File: config.mk
export PLATFORM = sky130hd
export DESIGN_NAME = csel_pipe_adder
export DESIGN_NICKNAME = d
export VERILOG_FILES = /design/src/rtl/csel_pkg.sv /design/src/rtl/csel_block.sv /design/src/rtl/csel_pipe_adder.sv
export SDC_FILE = /design/constraint.sdc
export NUM_CORES = 1
export LEC_CHECK = 0
export BUFFER_PORTS_ARGS = -buffer_cell sky130_fd_sc_hd__buf_4
export CAP_MARGIN = 10
export CORE_MARGIN = 2
export CORE_UTILIZATION = 59
export CTS_BUF_LIST = sky130_fd_sc_hd__clkbuf_2
export CTS_CLUSTER_DIAMETER = 120
export DETAILED_ROUTE_END_ITERATION = 10
export GPL_TIMING_DRIVEN = 0
export PLACE_DENSITY_LB_ADDON = 0.15
export SLEW_MARGIN = 20
export SYNTH_ARGS = -nofsm -noshare
export SYNTH_HDL_FRONTEND = slang
export SYNTH_HIERARCHICAL = 1
export SYNTH_SLANG_ARGS = --single-unit
File: constraint.sdc
create_clock -name clk -period 11.75 [get_ports clk]
set_clock_uncertainty 0.15 [all_clocks]
set_input_delay 2.9375 -clock clk [delete_from_list [all_inputs] [get_ports clk]]
set_output_delay 2.9375 -clock clk [all_outputs]
set_load 0.1 [all_outputs]
File: src/rtl/csel_pkg.sv
// Shared constants and sizing helpers for the pipelined carry-select add/subtract unit.
package csel_pkg;

   localparam logic OP_ADD = 1'b0;
   localparam logic OP_SUB = 1'b1;

   function automatic int csel_slice_w(input int block_w, input int stage_blocks);
      return block_w * stage_blocks;
   endfunction

   function automatic int csel_nstage(input int width, input int block_w, input int stage_blocks);
      return width / (block_w * stage_blocks);
   endfunction

endpackage

File: src/rtl/csel_block.sv
// Combinational carry-select block: two ripple chains (carry-in 0 and 1) selected by the real carry-in.
module csel_block
   import csel_pkg::*;
#(
   parameter int BLOCK_W = 4
) (
   input  logic [BLOCK_W-1:0] a,
   input  logic [BLOCK_W-1:0] b,
   input  logic               ci,
   output logic [BLOCK_W-1:0] s,
   output logic               co,
   output logic               c_msb_in
);

   logic [BLOCK_W:0]   r0, r1;
   logic [BLOCK_W-1:0] s0, s1;

   always_comb begin
      r0    = '0;
      r1    = '0;
      s0    = '0;
      s1    = '0;
      r1[0] = 1'b1;
      for (int i = 0; i < BLOCK_W; i++) begin
         s0[i]   = a[i] ^ b[i] ^ r0[i];
         r0[i+1] = (a[i] & b[i]) | (r0[i] & (a[i] ^ b[i]));
         s1[i]   = a[i] ^ b[i] ^ r1[i];
         r1[i+1] = (a[i] & b[i]) | (r1[i] & (a[i] ^ b[i]));
      end
   end

   assign s        = ci ? s1 : s0;
   assign co       = ci ? r1[BLOCK_W] : r0[BLOCK_W];
   assign c_msb_in = ci ? r1[BLOCK_W-1] : r0[BLOCK_W-1];

endmodule

File: src/rtl/csel_pipe_adder.sv
// Pipelined carry-select add/subtract with valid/ready on both sides.
// Optional signed-overflow output enabled by defining CSA_OVF_EN.
module csel_pipe_adder
   import csel_pkg::*;
#(
   parameter int WIDTH        = 16,
   parameter int BLOCK_W      = 4,
   parameter int STAGE_BLOCKS = 2
) (
   input  logic             clk,
   input  logic             rst,
   input  logic             in_valid,
   output logic             in_ready,
   input  logic [WIDTH-1:0] a,
   input  logic [WIDTH-1:0] b,
   input  logic             cin,
   input  logic             sub,
   output logic             out_valid,
   input  logic             out_ready,
   output logic [WIDTH-1:0] sum,
   output logic             cout
`ifdef CSA_OVF_EN
   ,
   output logic             ovf
`endif
);

   localparam int SW     = csel_slice_w(BLOCK_W, STAGE_BLOCKS);
   localparam int NSTAGE = csel_nstage(WIDTH, BLOCK_W, STAGE_BLOCKS);

   logic              adv;
   logic [WIDTH-1:0]  bx;
   logic              c0;
   logic [NSTAGE-1:0] vld_q, vld_d;
`ifdef CSA_OVF_EN
   logic              msb_ci;
`endif

   assign out_valid = vld_q[NSTAGE-1];
   assign adv       = ~out_valid | out_ready;
   assign in_ready  = adv & ~rst;

   // Subtract is a + ~b + ~cin; the final carry is inverted into a borrow at the output.
   assign bx = b ^ {WIDTH{sub == OP_SUB}};
   assign c0 = cin ^ (sub == OP_SUB);

   always_comb begin
      vld_d = vld_q;
      if (adv) begin
         vld_d    = vld_q << 1;
         vld_d[0] = in_valid;
      end
   end

   always_ff @(posedge clk) begin
      if (rst) vld_q <= '0;
      else     vld_q <= vld_d;
   end

   for (genvar k = 0; k < NSTAGE; k++) begin : g_stg
      localparam int UW = WIDTH - k*SW;
      localparam int LW = (k+1)*SW;

      logic [UW-1:0]         op_a, op_b;
      logic                  op_sub, ci;
      wire  [STAGE_BLOCKS:0] cc;
      wire  [SW-1:0]         s_slice;
      logic [LW-1:0]         s_d, s_q;

      // Stage input: raw operands for stage 0, skewed upper operands afterwards.
      if (k == 0) begin : g_in
         assign op_a   = a;
         assign op_b   = bx;
         assign ci     = c0;
         assign op_sub = sub;
         assign s_d    = s_slice;
      end else begin : g_in
         assign op_a   = g_stg[k-1].g_mid.ua_q;
         assign op_b   = g_stg[k-1].g_mid.ub_q;
         assign ci     = g_stg[k-1].g_mid.c_q;
         assign op_sub = g_stg[k-1].g_mid.sub_q;
         assign s_d    = {s_slice, g_stg[k-1].s_q};
      end

      assign cc[0] = ci;

      for (genvar j = 0; j < STAGE_BLOCKS; j++) begin : g_blk
`ifdef CSA_OVF_EN
         if (k == NSTAGE-1 && j == STAGE_BLOCKS-1) begin : g_inst
            csel_block #(.BLOCK_W(BLOCK_W)) u_blk (
               .a        (op_a[j*BLOCK_W +: BLOCK_W]),
               .b        (op_b[j*BLOCK_W +: BLOCK_W]),
               .ci       (cc[j]),
               .s        (s_slice[j*BLOCK_W +: BLOCK_W]),
               .co       (cc[j+1]),
               .c_msb_in (msb_ci)
            );
         end else
`endif
         begin : g_inst
            logic cm_unused;
            csel_block #(.BLOCK_W(BLOCK_W)) u_blk (
               .a        (op_a[j*BLOCK_W +: BLOCK_W]),
               .b        (op_b[j*BLOCK_W +: BLOCK_W]),
               .ci       (cc[j]),
               .s        (s_slice[j*BLOCK_W +: BLOCK_W]),
               .co       (cc[j+1]),
               .c_msb_in (cm_unused)
            );
         end
      end

      always_ff @(posedge clk) begin
         if (rst)      s_q <= '0;
         else if (adv) s_q <= s_d;
      end

      // Stage boundary: carry and not-yet-resolved operand bits move on to stage k+1.
      if (k < NSTAGE-1) begin : g_mid
         logic [UW-SW-1:0] ua_q, ub_q;
         logic             c_q, sub_q;

         always_ff @(posedge clk) begin
            if (rst) begin
               ua_q  <= '0;
               ub_q  <= '0;
               c_q   <= 1'b0;
               sub_q <= 1'b0;
            end else if (adv) begin
               ua_q  <= op_a[UW-1:SW];
               ub_q  <= op_b[UW-1:SW];
               c_q   <= cc[STAGE_BLOCKS];
               sub_q <= op_sub;
            end
         end
      end else begin : g_last
         logic co_q;
`ifdef CSA_OVF_EN
         logic ovf_q;
`endif

         always_ff @(posedge clk) begin
            if (rst) begin
               co_q  <= 1'b0;
`ifdef CSA_OVF_EN
               ovf_q <= 1'b0;
`endif
            end else if (adv) begin
               co_q  <= cc[STAGE_BLOCKS] ^ (op_sub == OP_SUB);
`ifdef CSA_OVF_EN
               ovf_q <= msb_ci ^ cc[STAGE_BLOCKS];
`endif
            end
         end
      end
   end

   assign sum  = g_stg[NSTAGE-1].s_q;
   assign cout = g_stg[NSTAGE-1].g_last.co_q;
`ifdef CSA_OVF_EN
   assign ovf  = g_stg[NSTAGE-1].g_last.ovf_q;
`endif

endmodule

==> impl_results.rst <==
.. list-table::
   :header-rows: 1

   * - Metric
     - Value
   * - Endpoints failing setup
     - 0
   * - Worst slack at placement
     - 4760 ps
   * - First drt pass iteration count
     - 4
   * - Path type of the worst min-delay path
     - reg2reg
   * - Port buffer count
     - 54
   * - Number of global-route vias before repair
     - 1777
   * - Part of the Yosys area used for sequential elements
     - 39.6%
   * - TritonCTS clock tree
     - built
   * - Post-synth net total
     - 326
   * - Number of levels in the clock H-tree
     - 2
   * - Area overhead of the layout relative to synthesis
     - 23.1%
   * - Post-layout util
     - 76.0%
   * - Crit start category
     - primary input
   * - Share of synthesized cell area in and, or, nand and nor gates
     - 14.1%
   * - Maximum count of clock buffers along a single path
     - 2
   * - Post_cts resized
     - 0
   * - Die Width
     - 66.1 um
   * - Max-slew violation count
     - 0
   * - Leakage
     - 1.36 nW
   * - Routed length on met2
     - 2160 um
   * - Result of the run
     - finished, final reports clean
   * - Leading cell types in the layout, fill and taps excluded
     - sky130_fd_sc_hd__nand2_1, sky130_fd_sc_hd__buf_4, sky130_fd_sc_hd__dfxtp_1
   * - Synthesis-stage register bit count
     - 45
   * - Power per cell area
     - 142 mW/mm2
   * - Vias per cell
     - 4.89
   * - Effective utilization at floorplan
     - 61.7%
   * - # placed instances
     - 370
   * - Fraction of synthesized cell area in xor and xnor cells
     - 8.46%
   * - Fin nets
     - 387
   * - Routed met1 length
     - 1990 um
   * - Compound-Gate Fraction of Synth Area
     - 10.7%
   * - Tightest slew margin relative to the limit
     - 65.2%
   * - Half-perimeter wire length after placement
     - 3390 um
   * - Clock latency on the worst-skew pair
     - 390 ps
   * - Placed cell area
     - 0.00274 mm2
   * - Standard cell with the maximum stage delay on the critical path
     - sky130_fd_sc_hd__clkbuf_1
   * - Unrepaired setup endpoints after global routing
     - false
   * - Global-route total usage across every layer
     - 22.8%
   * - Worst supply voltage drop on vdd
     - 69.1 uV
   * - Number of top-level pins
     - 57
   * - Non-filler cells in the finished layout
     - 377
   * - DIE HEIGHT
     - 66.1 um
   * - Die ar.
     - 0.00437 mm2
   * - Clk Tree Root Cell
     - sky130_fd_sc_hd__clkbuf_2
   * - Design area
     - 0.00280 mm2
   * - Cells after synthesis
     - 268
   * - Endpoint class of the critical path
     - output pin
   * - Pin slew with the least headroom to its limit
     - 521 ps
   * - Largest stage delay on the critical path
     - 410 ps
   * - Average cell area after synthesis
     - 8.50 um2
   * - Largest delay contributor family on the critical path
     - buffers and inverters
   * - Tcrit/Tclk final
     - 59.5%
   * - Crit path arrival time
     - 3900 ps
   * - Post-CTS repair timing setup buffer count
     - 0
   * - Adder-cell area share of the yosys netlist
     - 14.9%
   * - First-pass GRT wire length
     - 7620 um
   * - CTS Sinks
     - 45
   * - Tightest hold margin
     - 314 ps
   * - Largest area contributor in the netlist
     - sky130_fd_sc_hd__dfxtp_1
   * - Mean routed wirelength per cell
     - 11.7 um
   * - Buffering stage count on the worst path with inverters included
     - 3
   * - Vias
     - 1843
   * - Final WL
     - 4400 um
   * - Main area contributors after synthesis
     - sky130_fd_sc_hd__dfxtp_1, sky130_fd_sc_hd__nand2_1, sky130_fd_sc_hd__fa_1
   * - Core area
     - 0.00369 mm2
   * - # hold bufs at CTS
     - 0
   * - Post-route total power
     - 0.398 mW
   * - TritonCTS Buffers
     - 5
   * - Leading cell type in the layout, fill and taps excluded
     - sky130_fd_sc_hd__nand2_1
   * - Top layer in use
     - met4
   * - Area share of the largest cell type after synthesis
     - 39.6%
   * - Summed negative setup slack over all endpoints
     - 0 ps
   * - Minimum clock period after layout
     - 6990 ps
   * - Placer Congestion
     - 0.840
   * - Initial detailed-routing violation count
     - 100
   * - Worst Slack Setup Final
     - 4760 ps
   * - Max-capacitance violation count
     - 0
   * - Ordered list of cells on the worst path
     - buf_2, clkbuf_1, nor2_1, buf_4
   * - DRT antenna net count
     - 0
   * - Ratio of cells with drive above 1 in the final layout
     - 22.5%
   * - Row Count
     - 22
   * - Initial antenna violation count
     - 0
   * - Critical Path RT
     - 8660 ps
   * - Synthesized cell area
     - 0.00228 mm2
   * - Proportion of synthesized area in mux cells
     - 1.76%
   * - Critical Path Fanout Max
     - 10
   * - Number of remaining DRC errors
     - 0
   * - Antenna Cells
     - 0
   * - Final hold violation count
     - 0
   * - Pin count of the biggest net entering global routing
     - 14
   * - Final global-route overflow total
     - 0
   * - Met3 wire length
     - 220 um
   * - Clock slew seen by the registers of the worst setup and hold paths
     - 200 ps
   * - Crit path kind
     - in2out
   * - Total of warnings raised by yosys
     - 6
   * - Unique cell type count in the Yosys netlist
     - 18
   * - Main combinational cell family by area after synthesis
     - adder cells
   * - Achievable clock frequency
     - 143 MHz
[routing by layer]
layer | vias to the layer above | global-route usage (%)
met4 | 0 | 5.36
met5 | - | 0
met1 | 846 | 30.0
li1 | 940 | -
met2 | 52 | 38.3
met3 | 5 | 5.11
[area by class of cell]
| type | instances | area [um2] |
|---|---|---|
| plain buffers | 17 | 120 |
| clock buffers | 5 | 25.0 |
| clock inverters | 2 | 35.0 |
| fillers | 310 | 886 |
| inverters | 32 | 120 |
| multi-input cells | 174 | 1140 |
| flip-flops and latches | 45 | 901 |
| well taps | 48 | 60.1 |
| repair buffers | 54 | 405 |
[final timing paths]
check                               from  endpoint  slack, ps  depth (start not counted)
setup reg to reg  g_stg[0].g_mid.ua_q[0]      cout       8170                         16
setup / recovery                     rst  in_ready       4760                          4
hold / removal                    sum[4]    sum[4]        310                          2
hold reg to reg                   sum[4]    sum[4]        310                          2
[registers in the layout (all words and copies together) (netlist names)]
| register | count |
|---|---|
| g_stg.g_mid.ua_q | 8 |
| g_stg.g_mid.c_q | 1 |
| sum | 16 |
| g_stg.g_mid.sub_q | 1 |
| g_stg.s_q | 8 |
| cout | 1 |
| vld_q | 2 |
| g_stg.g_mid.ub_q | 8 |
[where the power goes]
group	internal, mW	switching, mW	total [mW]
clock	0.0346	0.0467	0.0813
combinational	0.0434	0.0930	0.136
sequential	0.170	0.00981	0.180
total	0.248	0.150	0.398
[logic make-up after synthesis]
logic type,after synthesis
buf+inv,49
compound gates,44
simple gates,84
flops,45
fa+ha+maj,20
xor+xnor,22
mux,4
[worst register-to-register path, cell delays in order (launching register included)]
cell and delay, ps:
sky130_fd_sc_hd__dfxtp_1 370, sky130_fd_sc_hd__ha_1 200, sky130_fd_sc_hd__inv_1 50, sky130_fd_sc_hd__mux2i_1 80, sky130_fd_sc_hd__fa_1 380, sky130_fd_sc_hd__inv_1 90, sky130_fd_sc_hd__fa_1 160, sky130_fd_sc_hd__inv_1 50
sky130_fd_sc_hd__fa_1 410, sky130_fd_sc_hd__mux2i_1 160, sky130_fd_sc_hd__fa_1 380, sky130_fd_sc_hd__inv_1 80, sky130_fd_sc_hd__fa_1 170, sky130_fd_sc_hd__inv_1 60, sky130_fd_sc_hd__fa_1 370, sky130_fd_sc_hd__xnor2_1 140
sky130_fd_sc_hd__a211oi_1 230
[cells in the mapped netlist]
| library cell | count |
|---|---|
| sky130_fd_sc_hd__nand2_1 | 70 |
| sky130_fd_sc_hd__buf_6 | 4 |
| sky130_fd_sc_hd__nor2b_1 | 1 |
| sky130_fd_sc_hd__buf_4 | 6 |
| sky130_fd_sc_hd__xnor2_1 | 9 |
| sky130_fd_sc_hd__nor2_1 | 12 |
| sky130_fd_sc_hd__fa_1 | 12 |
| sky130_fd_sc_hd__a211oi_1 | 9 |
| sky130_fd_sc_hd__buf_1 | 1 |
| sky130_fd_sc_hd__xor2_1 | 13 |
| sky130_fd_sc_hd__a21oi_1 | 35 |
| sky130_fd_sc_hd__clkbuf_1 | 3 |
| sky130_fd_sc_hd__mux2i_1 | 4 |
| sky130_fd_sc_hd__dfxtp_1 | 45 |
| sky130_fd_sc_hd__buf_2 | 3 |
| sky130_fd_sc_hd__ha_1 | 8 |
| sky130_fd_sc_hd__inv_1 | 32 |
| sky130_fd_sc_hd__nand2b_1 | 1 |
Note: power is estimated with default switching activity, not from simulation.
